**src/rtl/draw_scheduler_pkg.sv**
```systemverilog
// Shared definitions for the draw scheduler and the shape drawer: FSM state
// encoding and the default coordinate/colour widths both blocks agree on.
package draw_scheduler_pkg;

  localparam int DEF_X_W  = 8;
  localparam int DEF_Y_W  = 7;
  localparam int COLOUR_W = 3;

  typedef enum logic [1:0] {
    ST_IDLE       = 2'd0,
    ST_ISSUE      = 2'd1,
    ST_WAIT_START = 2'd2,
    ST_WAIT_DONE  = 2'd3
  } sched_state_e;

  // States in which the scheduler is waiting on the drawer.
  function automatic logic is_waiting(input sched_state_e s);
    return (s == ST_WAIT_START) || (s == ST_WAIT_DONE);
  endfunction

endpackage

```
**src/rtl/draw_scheduler_if.sv**
```systemverilog
// Request/drawer bundle of the draw scheduler. The master side is the
// environment (game logic plus shape drawer); the slave side is the scheduler.
interface draw_scheduler_if
  import draw_scheduler_pkg::*;
#(
  parameter int X_W = DEF_X_W,
  parameter int Y_W = DEF_Y_W
);

  logic                reqValid;
  logic [X_W-1:0]      reqX;
  logic [Y_W-1:0]      reqY;
  logic [COLOUR_W-1:0] reqColour;
  logic                reqReady;

  logic                startingAddressLoaded;
  logic [X_W-1:0]      startX;
  logic [Y_W-1:0]      startY;
  logic [COLOUR_W-1:0] colour;
  logic                shapeDone;

  logic                busy;
  logic [7:0]          drawCount;
  logic                timeoutError;

  modport master (
    output reqValid, reqX, reqY, reqColour, shapeDone,
    input  reqReady, startingAddressLoaded, startX, startY, colour,
           busy, drawCount, timeoutError
  );

  modport slave (
    input  reqValid, reqX, reqY, reqColour, shapeDone,
    output reqReady, startingAddressLoaded, startX, startY, colour,
           busy, drawCount, timeoutError
  );

endinterface

```
**src/rtl/draw_req_fifo.sv**
```systemverilog
// Request queue for the draw scheduler: power-of-two circular buffer with a
// live count. A push while full is dropped even if a pop happens that edge.
module draw_req_fifo #(
  parameter int DEPTH = 4,
  parameter int W     = 18
) (
  input  logic                     clock,
  input  logic                     reset,
  input  logic                     push_i,
  input  logic                     pop_i,
  input  logic [W-1:0]             wdata_i,
  output logic [W-1:0]             rdata_o,
  output logic [$clog2(DEPTH):0]   count_o,
  output logic                     full_o,
  output logic                     empty_o
);

  localparam int PTR_W = $clog2(DEPTH);
  localparam int CNT_W = PTR_W + 1;

  logic [W-1:0]     mem_q [DEPTH];
  logic [PTR_W-1:0] wr_ptr_q, rd_ptr_q;
  logic [CNT_W-1:0] count_q;
  logic             do_push, do_pop;

  assign full_o  = (count_q == CNT_W'(DEPTH));
  assign empty_o = (count_q == '0);
  assign count_o = count_q;
  assign rdata_o = mem_q[rd_ptr_q];

  assign do_push = push_i && !full_o;
  assign do_pop  = pop_i && !empty_o;

  // NOTE: sequential state uses non-blocking assignments so every register
  // samples the pre-edge values regardless of statement order.
  always_ff @(posedge clock) begin
    if (reset) begin
      wr_ptr_q <= '0;
      rd_ptr_q <= '0;
      count_q  <= '0;
    end else begin
      if (do_push) wr_ptr_q <= wr_ptr_q + 1'b1;
      if (do_pop)  rd_ptr_q <= rd_ptr_q + 1'b1;
      count_q <= count_q + CNT_W'(do_push) - CNT_W'(do_pop);
    end
  end

  // NOTE: storage is deliberately not reset; an entry is only read after it
  // has been written, so clearing it would add reset fan-out for nothing.
  always_ff @(posedge clock) begin
    if (do_push) mem_q[wr_ptr_q] <= wdata_i;
  end

endmodule

```
**src/rtl/draw_scheduler.sv**
```systemverilog
// Draw scheduler: queues shape requests and hands them one at a time to the
// shape drawer. Optional drawer watchdog enabled by macro DRAW_TIMEOUT_EN.
module draw_scheduler
  import draw_scheduler_pkg::*;
#(
  parameter int FIFO_DEPTH     = 4,
  parameter int X_W            = DEF_X_W,
  parameter int Y_W            = DEF_Y_W,
  parameter int TIMEOUT_CYCLES = 8192
) (
  input  logic            clock,
  input  logic            reset,
  draw_scheduler_if.slave bus
);

  localparam int CNT_W = $clog2(FIFO_DEPTH) + 1;
  localparam int ENTRY_W = X_W + Y_W + COLOUR_W;

  if (FIFO_DEPTH < 2 || FIFO_DEPTH > 16 || (FIFO_DEPTH & (FIFO_DEPTH - 1)) != 0) begin : g_bad_depth
    $error("draw_scheduler: FIFO_DEPTH must be a power of two in 2..16");
  end
  if (TIMEOUT_CYCLES < 1) begin : g_bad_timeout
    $error("draw_scheduler: TIMEOUT_CYCLES must be at least 1");
  end

  typedef struct packed {
    logic [X_W-1:0]      x;
    logic [Y_W-1:0]      y;
    logic [COLOUR_W-1:0] colour;
  } entry_t;

  entry_t           wr_entry, head;
  logic [CNT_W-1:0] fifo_count;
  logic             fifo_full, fifo_empty, fifo_push, fifo_pop;

  sched_state_e state_q, state_d;
  entry_t       start_q, start_d;
  logic [7:0]   draw_cnt_q, draw_cnt_d;
  logic         load_head;

  assign wr_entry  = '{x: bus.reqX, y: bus.reqY, colour: bus.reqColour};
  assign fifo_push = bus.reqValid && !fifo_full;

  draw_req_fifo #(
    .DEPTH (FIFO_DEPTH),
    .W     (ENTRY_W)
  ) u_fifo (
    .clock   (clock),
    .reset   (reset),
    .push_i  (fifo_push),
    .pop_i   (fifo_pop),
    .wdata_i (wr_entry),
    .rdata_o (head),
    .count_o (fifo_count),
    .full_o  (fifo_full),
    .empty_o (fifo_empty)
  );

  logic wd_expired;

`ifdef DRAW_TIMEOUT_EN
  localparam int WD_W = $clog2(TIMEOUT_CYCLES + 1);

  logic [WD_W-1:0] wd_cnt_q, wd_cnt_d;
  logic            timeout_q, timeout_d;

  // Counter holds the number of edges already spent waiting on the drawer.
  assign wd_expired = is_waiting(state_q) && (wd_cnt_q == WD_W'(TIMEOUT_CYCLES - 1));

  always_comb begin
    wd_cnt_d  = is_waiting(state_q) ? wd_cnt_q + 1'b1 : '0;
    timeout_d = timeout_q | wd_expired;
  end

  always_ff @(posedge clock) begin
    if (reset) begin
      wd_cnt_q  <= '0;
      timeout_q <= 1'b0;
    end else begin
      wd_cnt_q  <= wd_cnt_d;
      timeout_q <= timeout_d;
    end
  end

  assign bus.timeoutError = timeout_q;
`else
  assign wd_expired       = 1'b0;
  assign bus.timeoutError = 1'b0;
`endif

  // NOTE: every output of this block gets a default first, so no path leaves
  // a signal unassigned and no latch is inferred.
  always_comb begin
    state_d    = state_q;
    load_head  = 1'b0;
    fifo_pop   = 1'b0;
    draw_cnt_d = draw_cnt_q;
    unique case (state_q)
      ST_IDLE: begin
        if (!fifo_empty && bus.shapeDone) begin
          state_d   = ST_ISSUE;
          load_head = 1'b1;
        end
      end
      ST_ISSUE:      state_d = ST_WAIT_START;
      ST_WAIT_START: if (!bus.shapeDone) state_d = ST_WAIT_DONE;
      ST_WAIT_DONE: begin
        if (bus.shapeDone) begin
          state_d    = ST_IDLE;
          fifo_pop   = 1'b1;
          draw_cnt_d = draw_cnt_q + 8'd1;
        end
      end
    endcase
    // An expired watchdog abandons the shape: drop it but do not count it.
    if (wd_expired) begin
      state_d    = ST_IDLE;
      fifo_pop   = 1'b1;
      draw_cnt_d = draw_cnt_q;
    end
  end

  assign start_d = load_head ? head : start_q;

  always_ff @(posedge clock) begin
    if (reset) begin
      state_q    <= ST_IDLE;
      start_q    <= '0;
      draw_cnt_q <= '0;
    end else begin
      state_q    <= state_d;
      start_q    <= start_d;
      draw_cnt_q <= draw_cnt_d;
    end
  end

  assign bus.reqReady              = (fifo_count < CNT_W'(FIFO_DEPTH));
  assign bus.startingAddressLoaded = (state_q == ST_ISSUE);
  assign bus.startX                = start_q.x;
  assign bus.startY                = start_q.y;
  assign bus.colour                = start_q.colour;
  assign bus.busy                  = (state_q != ST_IDLE);
  assign bus.drawCount             = draw_cnt_q;

endmodule

```
**src/flat_wrapper.sv**
```systemverilog
// flat-port wrapper written by rule: the top's interface ports become plain ports
module draw_scheduler_flat import draw_scheduler_pkg::*;
#(
  parameter int FIFO_DEPTH     = 4,
  parameter int X_W            = DEF_X_W,
  parameter int Y_W            = DEF_Y_W,
  parameter int TIMEOUT_CYCLES = 8192
)
  (clock, reset, bus_reqValid, bus_reqX, bus_reqY, bus_reqColour, bus_shapeDone, bus_reqReady, bus_startingAddressLoaded, bus_startX, bus_startY, bus_colour, bus_busy, bus_drawCount, bus_timeoutError);
  draw_scheduler_if #(.X_W(X_W), .Y_W(Y_W)) bus_i ();
  input  logic clock;
  input  logic reset;
  input wire logic [$bits(bus_i.reqValid)-1:0] bus_reqValid;
  input wire logic [$bits(bus_i.reqX)-1:0] bus_reqX;
  input wire logic [$bits(bus_i.reqY)-1:0] bus_reqY;
  input wire logic [$bits(bus_i.reqColour)-1:0] bus_reqColour;
  input wire logic [$bits(bus_i.shapeDone)-1:0] bus_shapeDone;
  output wire logic [$bits(bus_i.reqReady)-1:0] bus_reqReady;
  output wire logic [$bits(bus_i.startingAddressLoaded)-1:0] bus_startingAddressLoaded;
  output wire logic [$bits(bus_i.startX)-1:0] bus_startX;
  output wire logic [$bits(bus_i.startY)-1:0] bus_startY;
  output wire logic [$bits(bus_i.colour)-1:0] bus_colour;
  output wire logic [$bits(bus_i.busy)-1:0] bus_busy;
  output wire logic [$bits(bus_i.drawCount)-1:0] bus_drawCount;
  output wire logic [$bits(bus_i.timeoutError)-1:0] bus_timeoutError;
  assign bus_i.reqValid = bus_reqValid;
  assign bus_i.reqX = bus_reqX;
  assign bus_i.reqY = bus_reqY;
  assign bus_i.reqColour = bus_reqColour;
  assign bus_i.shapeDone = bus_shapeDone;
  assign bus_reqReady = bus_i.reqReady;
  assign bus_startingAddressLoaded = bus_i.startingAddressLoaded;
  assign bus_startX = bus_i.startX;
  assign bus_startY = bus_i.startY;
  assign bus_colour = bus_i.colour;
  assign bus_busy = bus_i.busy;
  assign bus_drawCount = bus_i.drawCount;
  assign bus_timeoutError = bus_i.timeoutError;
  draw_scheduler #(.FIFO_DEPTH(FIFO_DEPTH), .X_W(X_W), .Y_W(Y_W), .TIMEOUT_CYCLES(TIMEOUT_CYCLES)) u_core (.clock(clock), .reset(reset), .bus(bus_i));
endmodule
```
**config.mk**
```make
export PLATFORM = sky130hd
export DESIGN_NAME = draw_scheduler_flat
export DESIGN_NICKNAME = d
export VERILOG_FILES = /design/src/rtl/draw_scheduler_pkg.sv /design/src/rtl/draw_scheduler_if.sv /design/src/rtl/draw_req_fifo.sv /design/src/rtl/draw_scheduler.sv /design/src/flat_wrapper.sv
export SDC_FILE = /design/constraint.sdc
export NUM_CORES = 1
export LEC_CHECK = 0
export ABC_AREA = 1
export CAP_MARGIN = 20
export CORE_MARGIN = 1.5
export CORE_UTILIZATION = 38
export CTS_CLUSTER_DIAMETER = 120
export DETAILED_ROUTE_END_ITERATION = 10
export REMOVE_ABC_BUFFERS = 1
export SKIP_CTS_REPAIR_TIMING = 1
export SYNTH_ARGS = -nofsm -noshare
export SYNTH_HDL_FRONTEND = slang
export SYNTH_SLANG_ARGS = --single-unit
```
**constraint.sdc**
```tcl
create_clock -name clock -period 2.08 [get_ports clock]
set_clock_uncertainty 0.1 [all_clocks]
set_input_delay 0.208 -clock clock [delete_from_list [all_inputs] [get_ports clock]]
set_output_delay 0.208 -clock clock [all_outputs]
set_load 0.01 [all_outputs]
```
==> results.sh, run 1 <==
export IMPL_netlist_top_cells_area="sky130_fd_sc_hd__edfxtp_1, sky130_fd_sc_hd__dfxtp_1, sky130_fd_sc_hd__nor2_1, sky130_fd_sc_hd__nand2_1, sky130_fd_sc_hd__o21ai_0"
export IMPL_groute_usage_overall_pct=14.3
export IMPL_postSynthCellCount=460
export IMPL_worst_ep_arrival_time_ns=2.19
export IMPL_crit_family="adder cells"
export IMPL_fp_dieH_um=112
export IMPL_cts_htree_levels=3
export IMPL_rsz0062_at_grt="false"
export IMPL_crit_path_start_kind="flop"
export IMPL_drc=0
export IMPL_first_global_vias=2883
export IMPL_max_cap_violations=0
export IMPL_first_pass_iters=4
export IMPL_reg2reg_depth=11
export IMPL_rr_startpoint="u_core.state_q[1]"
export IMPL_area_delta_synth_final_pct=23.5
export IMPL_report_final_hold_viol_count=0
export IMPL_crit_required_ns=2.26
export IMPL_yosys_register_bits=107
export IMPL_classification_of_the_worst_slack_hold_path="in -> reg"
export IMPL_core_area_um2=11500
export IMPL_antenna_cells_inserted=0
export IMPL_cp_cell_sequence="ha_4 -> nand2_2 -> inv_2 -> nand2_2 -> inv_2 -> ha_4 -> inv_1 -> ha_2 -> fa_2 -> inv_1 -> nor2_1"
export IMPL_finalSetupViolations=0
export IMPL_dp_hpwl_um=5610
export IMPL_cts_buffers_inserted=9
export IMPL_timing_critical_path_slowest_stage_cell="sky130_fd_sc_hd__fa_2"
export IMPL_route_antenna_remaining_nets=0
export IMPL_fp_dieW_um=112
export IMPL_worstSkewPairLatency_ns=0.34
export IMPL_layout_common_cells="sky130_fd_sc_hd__nor2_1, sky130_fd_sc_hd__edfxtp_1, sky130_fd_sc_hd__nand2_1"
export IMPL_timing_reg2reg_setup_slack_ns=0.06
export IMPL_number_of_antenna_violations_at_the_first_check_in_global_routing=0
export IMPL_worstSetupEndpointType="flop"
export IMPL_pre_cts_ws_ns=-0.210
export IMPL_pin_count_of_the_biggest_net_entering_global_routing=40
export IMPL_timing_final_max_slew_violations=0
export IMPL_row_count=39
export IMPL_final_layout_size_suffix_gt1_share_pct=11.7
export IMPL_power_static_leakage_nw=2.21
export IMPL_detail_route_wl_per_cell_um=12.7
export IMPL_hold_path_startpoint="bus_reqColour[0]"
export IMPL_fmax_ghz=0.496
export IMPL_min_period_ns=2.02
export IMPL_timing_critical_path_slowest_cell_delay_ns=0.53
export IMPL_nets=561
export IMPL_synth_area_um2=4490
export IMPL_io_buffer_count=50
export IMPL_synth_largest_area_cell="sky130_fd_sc_hd__edfxtp_1"
export IMPL_synth_area_per_cell_um2=9.76
export IMPL_cts_tree="done"
export IMPL_cts_root_buf="sky130_fd_sc_hd__clkbuf_16"
export IMPL_setup_ws_ns=0.0620
export IMPL_hold_path_endpoint="u_core.u_fifo.mem_q[0][0]"
export IMPL_vias=3078
export IMPL_die_area_um2=12500
export IMPL_synth_top_area_share_pct=48.2
export IMPL_status="finished clean"
export IMPL_gp_congestion=0.732
export IMPL_cp_num_buf_inv=4
export IMPL_power_density_cell_area_nw_per_um2=1020
export IMPL_critical_path_reg2reg_endpoint="u_core.u_fifo.count_o[1]"
export IMPL_min_delay_path_depth=1
export IMPL_grt_remaining_overflow=0
export IMPL_yosys_warnings=0
export IMPL_final_period_utilization_pct=97.0
export IMPL_final_wirelength_um=8580
export IMPL_worst_path_stages=11
export IMPL_synth_sequential_area_ratio_pct=63.8
export IMPL_critical_path_class="reg -> reg"
export IMPL_vias_per_cell=4.56
export IMPL_grt_pass1_wl_um=13800
export IMPL_place_detailed_instances=659
export IMPL_starting_density_of_the_core_pct=39.1
export IMPL_design_portCount=52
export IMPL_synth_distinct_cells=26
export IMPL_layout_cells_most_common="sky130_fd_sc_hd__nor2_1"
export IMPL_crit_path_max_fanout=2
export IMPL_ir_worst_vdd_mv=0.481
export IMPL_clkSlewWorstSetupHoldPaths_ns=0.07
export IMPL_initialDrtViolationCount=145
export IMPL_clk_path_buf_depth=2
export IMPL_tritoncts_num_sinks=107
export IMPL_layoutNonFillerInstCount=675
-- sequential cells by signal, summed over array words and instances (netlist names) --
register                flops
u_core.u_fifo.count_o       3
u_core.state_q              2
u_core.bus.drawCount        8
u_core.u_fifo.rd_ptr_q      2
u_core.u_fifo.mem_q        72
u_core.bus.startY           7
u_core.bus.startX           8
u_core.bus.colour           3
u_core.u_fifo.wr_ptr_q      2
-- report_power, final --
group	internal (mW)	switching (mW)	total (mW)
registers	2.59	0.127	2.72
logic	0.630	0.751	1.38
clock network	0.818	0.753	1.57
total	4.04	1.63	5.67
-- worst reg2reg max path: cells and delay by family, from the launching register on --
family	cells	cell delay (ns)
adder cells (fa/ha/maj)	4	1.11
buffers and inverters	4	0.19
flip-flops	1	0.34
AND/OR/NAND/NOR	3	0.23
-- metal layers --
metal / share of wire, % / global-route usage, % / vias up / wire length [µm]
met5: 0 / 0 / - / 0
met4: 1.9 / 6.58 / 0 / 166
met3: 3.3 / 2.78 / 11 / 284
met2: 50 / 24.9 / 56 / 4270
met1: 45 / 17.2 / 1410 / 3870
li1: - / - / 1601 / -
-- through the flow --
step	util [%]	instance area (µm²)	hold WS, ns	setup TNS (ns)	power (mW)
after floorplan	-	4360	0.177	-0.243	3.50
after global placement	45.6	5230	0.373	-0.230	4.09
after detailed placement	45.6	5230	0.392	-0.358	4.14
after CTS	48.0	5510	0.385	-0.154	5.72
after global routing	48.3	5540	0.399	0	6.00
final	48.3	5540	0.393	0	5.67
-- layout make-up --
cell class / instances / area [µm²]
clock inverter: 7 / 51.3
clock buffer: 9 / 225
multi-input combinational: 285 / 1350
timing repair buffer: 74 / 681
tap: 143 / 179
inverter: 50 / 188
sequential: 107 / 2870
fill: 1059 / 5920
-- cell families (layout without fill, tap and decap cells) --
| group | after synthesis | in the layout | share of synthesized area (%) |
|---|---|---|---|
| compound gates | 55 | 55 | 6.13 |
| buf+inv | 68 | 140 | 7.02 |
| other cells | 1 | 1 | 0.0835 |
| simple gates | 215 | 215 | 19.1 |
| flops | 107 | 107 | 63.8 |
| xor+xnor | 2 | 2 | 0.390 |
| fa+ha+maj | 12 | 12 | 3.51 |
-- cell usage after synthesis --
| cell type | n |
|---|---|
| sky130_fd_sc_hd__edfxtp_1 | 72 |
| sky130_fd_sc_hd__ha_1 | 11 |
| sky130_fd_sc_hd__o21ai_1 | 6 |
| sky130_fd_sc_hd__nand4_1 | 1 |
| sky130_fd_sc_hd__o21ai_0 | 40 |
| sky130_fd_sc_hd__conb_1 | 1 |
| sky130_fd_sc_hd__buf_1 | 1 |
| sky130_fd_sc_hd__inv_2 | 2 |
| sky130_fd_sc_hd__xor2_1 | 1 |
| sky130_fd_sc_hd__fa_1 | 1 |
| sky130_fd_sc_hd__nand2_1 | 71 |
| sky130_fd_sc_hd__nand2_2 | 3 |
| sky130_fd_sc_hd__nor2_1 | 132 |
| sky130_fd_sc_hd__nand3_1 | 3 |
| sky130_fd_sc_hd__nand3_4 | 1 |
| sky130_fd_sc_hd__or2_2 | 1 |
| sky130_fd_sc_hd__clkbuf_1 | 3 |
| sky130_fd_sc_hd__buf_2 | 6 |
| sky130_fd_sc_hd__dfxtp_1 | 35 |
| sky130_fd_sc_hd__buf_6 | 6 |
| sky130_fd_sc_hd__a21oi_1 | 9 |
| sky130_fd_sc_hd__nand3_2 | 2 |
| sky130_fd_sc_hd__buf_4 | 2 |
| sky130_fd_sc_hd__xnor2_1 | 1 |
| sky130_fd_sc_hd__nor2_4 | 1 |
| sky130_fd_sc_hd__inv_1 | 48 |
-- worst max-delay path by stage --
stage	start	to	slack [ns]
2_1_floorplan	u_core.state_q[0]	u_core.u_fifo.count_o[2]	-0.05
3_3_place_gp	bus_shapeDone	u_core.u_fifo.count_o[2]	-0.13
3_5_place_dp	bus_shapeDone	u_core.u_fifo.count_o[2]	-0.21
4_1_cts	u_core.state_q[0]	u_core.u_fifo.count_o[2]	-0.11
5_1_grt	u_core.state_q[0]	u_core.u_fifo.count_o[1]	0.004
6_report	u_core.state_q[1]	u_core.u_fifo.count_o[1]	0.06
Note: power is estimated with default switching activity, not from simulation.
==> inputs of run 2 (changes only) <==
CORE_MARGIN = unset   (was 1.5)
==> results.sh, run 2 (same netlist as run 1, synthesis figures left out) <==
export IMPL_worstSetupEndpointType="flop"
export IMPL_area_delta_synth_final_pct=23.2
export IMPL_vias=3071
export IMPL_layout_cells_most_common="sky130_fd_sc_hd__nor2_1"
export IMPL_design_portCount=52
export IMPL_row_count=39
export IMPL_gp_congestion=0.734
export IMPL_final_fill_count=1099
export IMPL_status="finished clean"
export IMPL_cts_htree_levels=3
export IMPL_first_pass_iters=4
export IMPL_worst_ep_arrival_time_ns=2.16
export IMPL_totalPowerFinal_mw=5.68
export IMPL_fp_dieW_um=111
export IMPL_initialDrtViolationCount=142
export IMPL_largest_register_ffs=72
export IMPL_final_layout_size_suffix_gt1_share_pct=10.9
export IMPL_route_antenna_remaining_nets=0
export IMPL_drc=0
export IMPL_final_wirelength_um=8780
export IMPL_cts_tree="done"
export IMPL_combPwrFrac_pct=24.4
export IMPL_die_area_um2=12300
export IMPL_worstSetupStartpoint="u_core.state_q[0]"
export IMPL_worstSkewPairLatency_ns=0.34
export IMPL_cts_root_buf="sky130_fd_sc_hd__clkbuf_16"
export IMPL_timing_final_max_slew_violations=0
export IMPL_finalSetupViolations=0
export IMPL_vias_per_cell=4.56
export IMPL_finalHoldWorstSlack_ns=0.403
export IMPL_critical_path_class="reg -> reg"
export IMPL_route_met3_wl_um=233
export IMPL_min_period_ns=1.98
export IMPL_max_cap_violations=0
export IMPL_m1WireLength_um=4130
export IMPL_core_area_um2=11500
export IMPL_pin_count_of_the_biggest_net_entering_global_routing=38
export IMPL_cellInternalPower_mw=4.04
export IMPL_classification_of_the_worst_slack_hold_path="in -> reg"
export IMPL_power_density_cell_area_nw_per_um2=1030
export IMPL_timing_reg2reg_setup_slack_ns=0.1
export IMPL_p_seq_share_pct=47.8
export IMPL_groute_usage_overall_pct=15.1
export IMPL_highest_signal_layer="met4"
export IMPL_detail_route_wl_per_cell_um=13.0
export IMPL_setup_tns_final_ns=0
export IMPL_crit_path_max_fanout=2
export IMPL_dp_hpwl_um=5510
export IMPL_clk_path_buf_depth=2
export IMPL_register_name_with_the_most_flops="u_core.u_fifo.mem_q"
export IMPL_layout_common_cells="sky130_fd_sc_hd__nor2_1, sky130_fd_sc_hd__edfxtp_1, sky130_fd_sc_hd__nand2_1"
export IMPL_final_period_utilization_pct=95.4
export IMPL_layout_core_utilization_pct=48.2
export IMPL_endpoint="u_core.u_fifo.count_o[1]"
export IMPL_power_clock_fraction_pct=27.8
export IMPL_tritoncts_num_sinks=107
export IMPL_fp_dieH_um=111
export IMPL_grt_pass1_wl_um=14500
export IMPL_route_met2_wl_um=4360
export IMPL_number_of_antenna_violations_at_the_first_check_in_global_routing=0
export IMPL_total_switching_power_mw=1.64
export IMPL_antenna_cells_inserted=0
export IMPL_report_final_hold_viol_count=0
export IMPL_cts_buffers_inserted=9
export IMPL_clkSlewWorstSetupHoldPaths_ns=0.07
export IMPL_netSwitchingFraction_pct=28.9
export IMPL_power_static_leakage_nw=2.22
export IMPL_crit_required_ns=2.26
export IMPL_nets=560
export IMPL_reg2reg_depth=11
export IMPL_starting_density_of_the_core_pct=39.1
export IMPL_rsz0062_at_grt="true"
export IMPL_io_buffer_count=50
export IMPL_first_global_vias=3045
export IMPL_fmax_ghz=0.504
export IMPL_ir_worst_vdd_mv=0.427
export IMPL_grt_remaining_overflow=0
export IMPL_crit_path_start_kind="flop"
export IMPL_rr_startpoint="u_core.state_q[0]"
export IMPL_critical_path_reg2reg_endpoint="u_core.u_fifo.count_o[1]"
[run 2: metal layers]
metal,global-route usage (%),vias up
met2,27.1,52
met4,4.27,0
met3,3.55,4
met1,18.0,1419
met5,0,-
li1,-,1596
[run 2: through the flow]
stage | instances | cell area [µm²] | setup slack (ns)
2_1_floorplan | 442 | 4360 | -0.0510
3_3_place_gp | 658 | 5220 | -0.131
3_5_place_dp | 658 | 5220 | -0.170
4_1_cts | 674 | 5500 | -0.0674
5_1_grt | 674 | 5530 | -0.0164
6_report | 674 | 5530 | 0.0954
[run 2: worst max-delay path: stages, from the launching register on]
cell,delay [ns]
sky130_fd_sc_hd__dfxtp_2,0.34
sky130_fd_sc_hd__ha_4,0.17
sky130_fd_sc_hd__nand2_4,0.05
sky130_fd_sc_hd__inv_2,0.04
sky130_fd_sc_hd__nand2_2,0.06
sky130_fd_sc_hd__inv_1,0.05
sky130_fd_sc_hd__ha_1,0.26
sky130_fd_sc_hd__inv_1,0.04
sky130_fd_sc_hd__ha_2,0.17
sky130_fd_sc_hd__fa_2,0.52
sky130_fd_sc_hd__inv_1,0.04
sky130_fd_sc_hd__nor2_1,0.08
[run 2: area by class of cell]
type,instances,area (µm²),area share [%]
Clock buffer,9,225,4.07
Clock inverter,7,52.6,0.950
Inverter,50,188,3.39
Multi-Input combinational cell,285,1350,24.3
Sequential cell,107,2870,51.8
Tap cell,143,179,3.24
Timing Repair Buffer,73,673,12.2
[run 2: power groups by stage]
stage	clock (mW)	combinational, mW	sequential, mW
after floorplan	0	0.696	2.81
after global placement	0	1.35	2.74
after detailed placement	0	1.38	2.76
after CTS	1.63	1.39	2.71
after global routing	1.70	1.58	2.75
final	1.58	1.38	2.72
[run 2: worst min-delay path by stage]
stage,start,end,slack (ns),cells past startpoint
floorplan,reset,u_core.u_fifo.rd_ptr_q[1],0.18,1
global placement,u_core.bus.drawCount[4],u_core.bus.drawCount[4],0.38,2
detailed placement,u_core.bus.drawCount[4],u_core.bus.drawCount[4],0.40,2
CTS,bus_reqY[6],u_core.u_fifo.mem_q[3][9],0.40,1
global route,bus_reqX[4],u_core.u_fifo.mem_q[3][14],0.40,1
finish,bus_reqColour[2],u_core.u_fifo.mem_q[1][2],0.40,1
